===== config.mk =====
export PLATFORM = sky130hd
export DESIGN_NAME = screen_sequencer
export DESIGN_NICKNAME = d
export VERILOG_FILES = /design/src/rtl/screen_pkg.sv /design/src/rtl/screen_sequencer_frame_counter.sv /design/src/rtl/screen_sequencer.sv
export SDC_FILE = /design/constraint.sdc
export NUM_CORES = 1
export LEC_CHECK = 0
export CAP_MARGIN = 20
export CORE_MARGIN = 2
export CORE_UTILIZATION = 50
export CTS_CLUSTER_SIZE = 20
export DETAILED_ROUTE_END_ITERATION = 8
export PLACE_DENSITY = 0.81
export SETUP_SLACK_MARGIN = 0.5
export SLEW_MARGIN = 5
export SYNTH_ARGS = -nofsm -noshare
export SYNTH_HDL_FRONTEND = slang
export SYNTH_SLANG_ARGS = --single-unit

===== constraint.sdc =====
create_clock -name clk -period 2.1 [get_ports clk]
set_clock_uncertainty 0.15 [all_clocks]
set_input_delay 0.42 -clock clk [delete_from_list [all_inputs] [get_ports clk]]
set_output_delay 0.42 -clock clk [all_outputs]
set_load 0.01 [all_outputs]

===== src/rtl/screen_pkg.sv =====
// ---------------------------------------------------------------------------
// screen_pkg
//   Shared definitions for the maze screen sequencer:
//     - FSM state encoding (TITLE/PLAY/SCARE/END)
//     - screen_sel codes understood by the VGA mux
//     - foreground colour constants
//     - display record (screen_sel, fg_color, bg_white) and the per-state
//       display target decode
// ---------------------------------------------------------------------------
package screen_pkg;

  // FSM state encoding
  localparam logic [1:0] ST_TITLE = 2'd0;
  localparam logic [1:0] ST_PLAY  = 2'd1;
  localparam logic [1:0] ST_SCARE = 2'd2;
  localparam logic [1:0] ST_END   = 2'd3;

  // screen_sel codes for the renderer mux
  localparam logic [1:0] SEL_TITLE = 2'd0;
  localparam logic [1:0] SEL_MAZE  = 2'd1;
  localparam logic [1:0] SEL_SCARE = 2'd2;
  localparam logic [1:0] SEL_END   = 2'd3;

  // RGB foreground colours
  localparam logic [2:0] COL_BLUE  = 3'b001;
  localparam logic [2:0] COL_RED   = 3'b100;
  localparam logic [2:0] COL_GREEN = 3'b010;
  localparam logic [2:0] COL_WHITE = 3'b111;

  typedef struct packed {
    logic [1:0] sel;
    logic [2:0] fg;
    logic       bg_white;
  } disp_t;

  localparam disp_t DISP_RESET = '{sel: SEL_TITLE, fg: COL_BLUE, bg_white: 1'b0};

  // What the screen should show for a given state. In SCARE the image
  // alternates between red-on-white and white-on-black with blink_phase.
  function automatic disp_t display_target(input logic [1:0] st,
                                           input logic       blink_phase);
    disp_t d;
    d = DISP_RESET;
    case (st)
      ST_TITLE: d = '{sel: SEL_TITLE, fg: COL_BLUE,  bg_white: 1'b0};
      ST_PLAY:  d = '{sel: SEL_MAZE,  fg: COL_BLUE,  bg_white: 1'b0};
      ST_SCARE: begin
        if (!blink_phase) d = '{sel: SEL_SCARE, fg: COL_RED,   bg_white: 1'b1};
        else              d = '{sel: SEL_SCARE, fg: COL_WHITE, bg_white: 1'b0};
      end
      ST_END:   d = '{sel: SEL_END,   fg: COL_GREEN, bg_white: 1'b0};
      default:  d = DISP_RESET;
    endcase
    return d;
  endfunction

endpackage


===== src/rtl/screen_sequencer_frame_counter.sv =====
// ---------------------------------------------------------------------------
// frame_counter
//   Counts frame_tick pulses. Cleared by clr_i (clear wins over tick).
//   On a tick with count == terminal_i the counter returns to 0.
//   Ports:
//     clk, reset    clock, asynchronous active-high reset
//     clr_i         synchronous clear (has priority over tick_i)
//     tick_i        count enable, one pulse per frame
//     terminal_i    last count value before wrapping to 0
//     count_o       current count
//     is_last_o     count_o == terminal_i
// ---------------------------------------------------------------------------
module frame_counter #(
  parameter int CNT_W = 8
) (
  input  logic             clk,
  input  logic             reset,
  input  logic             clr_i,
  input  logic             tick_i,
  input  logic [CNT_W-1:0] terminal_i,
  output logic [CNT_W-1:0] count_o,
  output logic             is_last_o
);

  logic [CNT_W-1:0] count_q;
  logic [CNT_W-1:0] count_d;

  assign is_last_o = (count_q == terminal_i);
  assign count_o   = count_q;

  always_comb begin
    count_d = count_q;
    if (clr_i) begin
      count_d = '0;
    end else if (tick_i) begin
      count_d = is_last_o ? '0 : count_q + CNT_W'(1);
    end
  end

  always_ff @(posedge clk or posedge reset) begin
    if (reset) count_q <= '0;
    else       count_q <= count_d;
  end

endmodule


===== src/rtl/screen_sequencer.sv =====
// ---------------------------------------------------------------------------
// screen_sequencer
//   Game-level controller for the maze video path. A 4-state FSM
//   (TITLE, PLAY, SCARE, END) picks the renderer feeding the VGA mux and
//   drives its foreground colour and background select. Display outputs are
//   shadow registers loaded only on frame_tick, so the picture never changes
//   mid-frame.
//   Ports:
//     clk, reset       clock, asynchronous active-high reset
//     frame_tick       1-cycle pulse at the start of each frame
//     start_btn        debounced start button (level, rising edge starts)
//     collision        player touched a wall (level, used in PLAY)
//     goal_reached     player reached the exit (level, used in PLAY)
//     screen_sel       0=title 1=maze 2=scare 3=end (frame aligned)
//     fg_color         RGB foreground colour (frame aligned)
//     bg_white         1=white image background (frame aligned)
//     player_reset     1-clk pulse when a game starts
//     dbg_state        current FSM state
//     dbg_frame_cnt    state-duration frame counter
//     dbg_blink_cnt    blink half-period frame counter
//     dbg_blink_phase  current SCARE blink phase
// ---------------------------------------------------------------------------
module screen_sequencer
  import screen_pkg::*;
#(
  parameter int SCARE_FRAMES = 180,
  parameter int BLINK_FRAMES = 8,
  parameter int END_FRAMES   = 120,
  parameter int CNT_W        = 8
) (
  input  logic             clk,
  input  logic             reset,
  input  logic             frame_tick,
  input  logic             start_btn,
  input  logic             collision,
  input  logic             goal_reached,
  output logic [1:0]       screen_sel,
  output logic [2:0]       fg_color,
  output logic             bg_white,
  output logic             player_reset,
  output logic [1:0]       dbg_state,
  output logic [CNT_W-1:0] dbg_frame_cnt,
  output logic [CNT_W-1:0] dbg_blink_cnt,
  output logic             dbg_blink_phase
);

  localparam logic [CNT_W-1:0] SCARE_LAST = CNT_W'(SCARE_FRAMES - 1);
  localparam logic [CNT_W-1:0] BLINK_LAST = CNT_W'(BLINK_FRAMES - 1);
  localparam logic [CNT_W-1:0] END_LAST   = CNT_W'(END_FRAMES - 1);

  logic [1:0] state_q, state_d;
  logic       btn_prev_q;
  logic       start_rise;
  logic       player_reset_q, player_reset_d;
  logic       blink_phase_q, blink_phase_d;
  disp_t      disp_q, disp_d, disp_tgt;

  logic             state_changed;
  logic             dur_clr, blink_clr;
  logic [CNT_W-1:0] dur_terminal;
  logic [CNT_W-1:0] dur_count, blink_count;
  logic             dur_last, blink_last;

  // Button held through reset must not start a game, hence btn_prev resets to 1.
  assign start_rise = start_btn & ~btn_prev_q;

  // -------------------------------------------------------------------------
  // Next-state logic
  // -------------------------------------------------------------------------
  always_comb begin
    state_d        = state_q;
    player_reset_d = 1'b0;
    case (state_q)
      ST_TITLE: begin
        if (start_rise) begin
          state_d        = ST_PLAY;
          player_reset_d = 1'b1;
        end
      end
      ST_PLAY: begin
        // Collision has priority over reaching the goal in the same cycle.
        if (collision)         state_d = ST_SCARE;
        else if (goal_reached) state_d = ST_END;
      end
      ST_SCARE, ST_END: begin
        if (frame_tick && dur_last) state_d = ST_TITLE;
      end
      default: state_d = ST_TITLE;
    endcase
  end

  assign state_changed = (state_d != state_q);

  // -------------------------------------------------------------------------
  // Frame counters. Clearing on the transition cycle means the frame_tick of
  // the entry cycle is not counted; counting starts with the next tick.
  // Outside SCARE/END both counters are held at zero.
  // -------------------------------------------------------------------------
  assign dur_terminal = (state_q == ST_END) ? END_LAST : SCARE_LAST;
  assign dur_clr      = ~((state_q == ST_SCARE) || (state_q == ST_END)) | state_changed;
  assign blink_clr    = (state_q != ST_SCARE) | state_changed;

  frame_counter #(.CNT_W(CNT_W)) u_dur_cnt (
    .clk        (clk),
    .reset      (reset),
    .clr_i      (dur_clr),
    .tick_i     (frame_tick),
    .terminal_i (dur_terminal),
    .count_o    (dur_count),
    .is_last_o  (dur_last)
  );

  frame_counter #(.CNT_W(CNT_W)) u_blink_cnt (
    .clk        (clk),
    .reset      (reset),
    .clr_i      (blink_clr),
    .tick_i     (frame_tick),
    .terminal_i (BLINK_LAST),
    .count_o    (blink_count),
    .is_last_o  (blink_last)
  );

  always_comb begin
    blink_phase_d = blink_phase_q;
    if (blink_clr) begin
      blink_phase_d = 1'b0;
    end else if (frame_tick && blink_last) begin
      blink_phase_d = ~blink_phase_q;
    end
  end

  // -------------------------------------------------------------------------
  // Frame-aligned shadow registers: loaded from the state held before the
  // tick edge, so a transition on a tick edge shows one frame later.
  // -------------------------------------------------------------------------
  assign disp_tgt = display_target(state_q, blink_phase_q);

  always_comb begin
    disp_d = disp_q;
    if (frame_tick) disp_d = disp_tgt;
  end

  // -------------------------------------------------------------------------
  // Registers
  // -------------------------------------------------------------------------
  always_ff @(posedge clk or posedge reset) begin
    if (reset) begin
      state_q        <= ST_TITLE;
      btn_prev_q     <= 1'b1;
      player_reset_q <= 1'b0;
      blink_phase_q  <= 1'b0;
      disp_q         <= DISP_RESET;
    end else begin
      state_q        <= state_d;
      btn_prev_q     <= start_btn;
      player_reset_q <= player_reset_d;
      blink_phase_q  <= blink_phase_d;
      disp_q         <= disp_d;
    end
  end

  assign screen_sel      = disp_q.sel;
  assign fg_color        = disp_q.fg;
  assign bg_white        = disp_q.bg_white;
  assign player_reset    = player_reset_q;
  assign dbg_state       = state_q;
  assign dbg_frame_cnt   = dur_count;
  assign dbg_blink_cnt   = blink_count;
  assign dbg_blink_phase = blink_phase_q;

endmodule


==> out/qor.yml <==
worst_hold_path:
  hold_path.class: "input pin to asynchronous set/reset pin"
timing:
  finalCriticalPeriod_ns: 1.78
  rsz0062_at_grt: "yes"
  worst_hold_slack_ns: 0.278
  max_freq_mhz: 562
  finalSetupTns_ns: 0
  worst_pin_slew_ns: 0.371
  drv_slew: 0
  relSlewSlack_pct: 74.9
  fin_crit_sh_pct: 84.8
  hold_viol: 0
  setup_viol: 0
critical_path:
  cpLargestDelayFamily: "compound AO/OA/AOI/OAI gates"
  critPathSlowestCell: "dfrtp_2"
  cp_cell_sequence: "buf_6 > a211oi_4 > mux2i_4 > o31ai_4 > nand2_1"
  crit_required_ns: 2.18
  crit_path_start_kind: "register"
  cp_data_arrival_time_ns: 1.86
  reg2reg_depth: 5
  cp-end-kind: "register"
  worstSetupPathType: "register to register"
  slowest_delay_ns: 0.45
  path_max_fanout: 7
  cp.depth: 5
  crit_buf_inv: 1
floorplanning:
  die_y_um: 58.0
  start_util_pct: 52.9
  io_pins: 32
  fp.dieW_um: 58.0
  core_um2: 2760
  num_rows: 19
  dieArea_um2: 3360
clock_network:
  ctsRootBufferMaster: "clkbuf_4"
  cts_max_path_buffers: 2
  clock_latency_ns: 0.33
  cts_tree: "done"
  h-tree-depth: 1
  hold_buffers: 0
  cts.sinks: 27
  path_clk_slew_ns: 0.15
  numCtsBuffers: 3
synthesis:
  netlist_instances: 149
  ys_seq_elements: 27
  synth_compound_area_share_pct: 20.3
  netlist.area_leader.share_pct: 42.9
  synth_area_per_cell_um2: 9.78
  seq_area_frac_synth_pct: 46.5
  synth_top_family_by_area: "compound AO/OA/AOI/OAI gates"
  synth_mux_area_share_pct: 3.09
  synthFlopType: "dfrtp_1"
  yosys.area_share.adder_pct: 1.72
  synthSimpleGateAreaFrac_pct: 19.0
  synth_area_leader_cell: "dfrtp_1"
  synth-edff-count: 0
  synth.area.top_cells: "dfrtp_1 43%, o211ai_1 5.2%, nand2_1 4.1%, dfstp_2 3.6%, nor2_1 2.8%"
  synth_cell_type_count: 43
  async_reset_ff_share_pct: 100
  synthXorXnorAreaFrac_pct: 3.61
  synth_fp_nets: 157
  syn_area_um2: 1460
  yosysWarnings: 0
drt:
  wirelength_um: 4250
  drc: 0
  viasPerCell: 5.93
  via_count: 1459
  drtAntennaViolNets: 0
  firstDrtPassIters: 4
  wl_per_cell_um: 17.3
  drtIter0Drc: 99
outcome:
  status: "finished clean"
grt:
  grt_pass1_wl_um: 6660
  grt_max_degree: 28
  grt_overflow: 0
  grt_pass1_vias: 1405
  antenna_found_initial: 0
  grt_usage_pct: 26.0
place:
  io_buffers: 31
  dp_hpwl_um: 2440
  gp_congestion: 0.904
layout:
  area_growth_pct: 50.2
  diodes: 0
  layout_commonest_cell: "buf_4"
  nets: 224
  drive_above_1_share_pct: 44.2
  most-common-layout-cells: "33 x buf_4, 16 x dfrtp_1, 15 x nand2_1"
flow_run:
  max_cap_violations: 0
pwr:
  power_density_nw_per_um2: 934
  ir_worst_vdd_v: 0.000803
  cellLeakagePower_nw: 0.922
kinds of logic (layout without fill, tap and decap cells):
kind of cell / Yosys count / after routing
buffers and inverters: 17 / 82
AOI/OAI and AO/OA: 39 / 39
DFF: 27 / 27
muxes: 3 / 4
xor gates and xnor gates: 6 / 6
adders and majority gates: 2 / 2
and+or+nand+nor: 55 / 55
final timing paths:
path	startpoint	end	slack (ns)
worst max-delay path	dbg_state[1]	dbg_state[1]	0.32
worst min-delay path	reset	dbg_state[0]	0.28
worst max register to register	dbg_state[1]	dbg_state[1]	0.32
worst min register to register	fg_color[2]	fg_color[2]	0.39
max in group asynchronous	reset	fg_color[0]	1.22
min in group clk	start_btn	btn_prev_q	0.35
sequential cells by signal, summed over array words and instances (netlist names):
| name | cells |
|---|---|
| screen_sel | 2 |
| fg_color | 3 |
| bg_white | 1 |
| player_reset | 1 |
| dbg_state | 2 |
| u_blink_cnt.count_o | 8 |
| u_dur_cnt.count_o | 8 |
| btn_prev_q | 1 |
| dbg_blink_phase | 1 |
stage by stage:
| stage | instance area (um2) | setup WS, ns | instances | util (%) | power (mW) |
|---|---|---|---|---|---|
| after detailed placement | 1840 | 0.0986 | 210 | 66.7 | 1.55 |
| after CTS | 2160 | 0.336 | 242 | 78.2 | 1.95 |
| after global routing | 2190 | 0.265 | 246 | 79.4 | 2.16 |
| final | 2190 | 0.320 | 246 | 79.4 | 2.05 |
| after global placement | 1840 | 0.175 | 210 | 66.7 | 1.52 |
| after floorplan | 1500 | 0.376 | 149 | - | 1.19 |
where the power goes:
| group | total, mW | internal (mW) | switching (mW) |
|---|---|---|---|
| sequential | 0.738 | 0.652 | 0.0858 |
| clock | 0.230 | 0.0746 | 0.155 |
| combinational | 1.08 | 0.538 | 0.540 |
| total | 2.05 | 1.27 | 0.781 |
cell usage after synthesis, drive strengths merged (2+ instances only):
library cell,count
nand2,16
o22ai,2
o211ai,10
o2111ai,5
nor3,6
nor2,12
and3,2
o31ai,2
inv,8
o21a,3
a21oi,4
nor4,2
ha,2
xnor2,3
buf,5
nor4bb,2
a211oi,3
o21ai,5
dfrtp,25
nand4,2
nand3,7
mux2,2
clkbuf,4
xor2,3
a31oi,3
dfstp,2
worst register-to-register path: stages, from the launching register on:
cell and delay [ns]:
dfrtp_2 0.45, buf_6 0.13, a211oi_4 0.30, mux2i_4 0.16, o31ai_4 0.39, nand2_1 0.09
final cells by class:
class | count | area (um2)
timing repair buffer | 70 | 567
sequential | 27 | 689
inverter | 8 | 30.0
fill | 167 | 568
multi-input combinational | 106 | 838
tap | 31 | 38.8
clock buffer | 4 | 26.3
metal layers:
layer / track usage, % / up-vias / part of all wire, %
met4: 9.30 / 0 / 1.2
met1: 34.3 / 724 / 41
met2: 44.3 / 52 / 53
li1: - / 676 / -
met3: 3.13 / 7 / 5.5
met5: 0 / - / 0
repair_timing:
action	4_1_cts	5_1_grt
endpoints found under the hold margin	0	0
resized for setup	71	32
setup buffers	27	4
pin swaps	27	6
gates cloned	1	0
setup endpoints to repair	45	42
No activity file was read; power rests on OpenSTA's default activity.
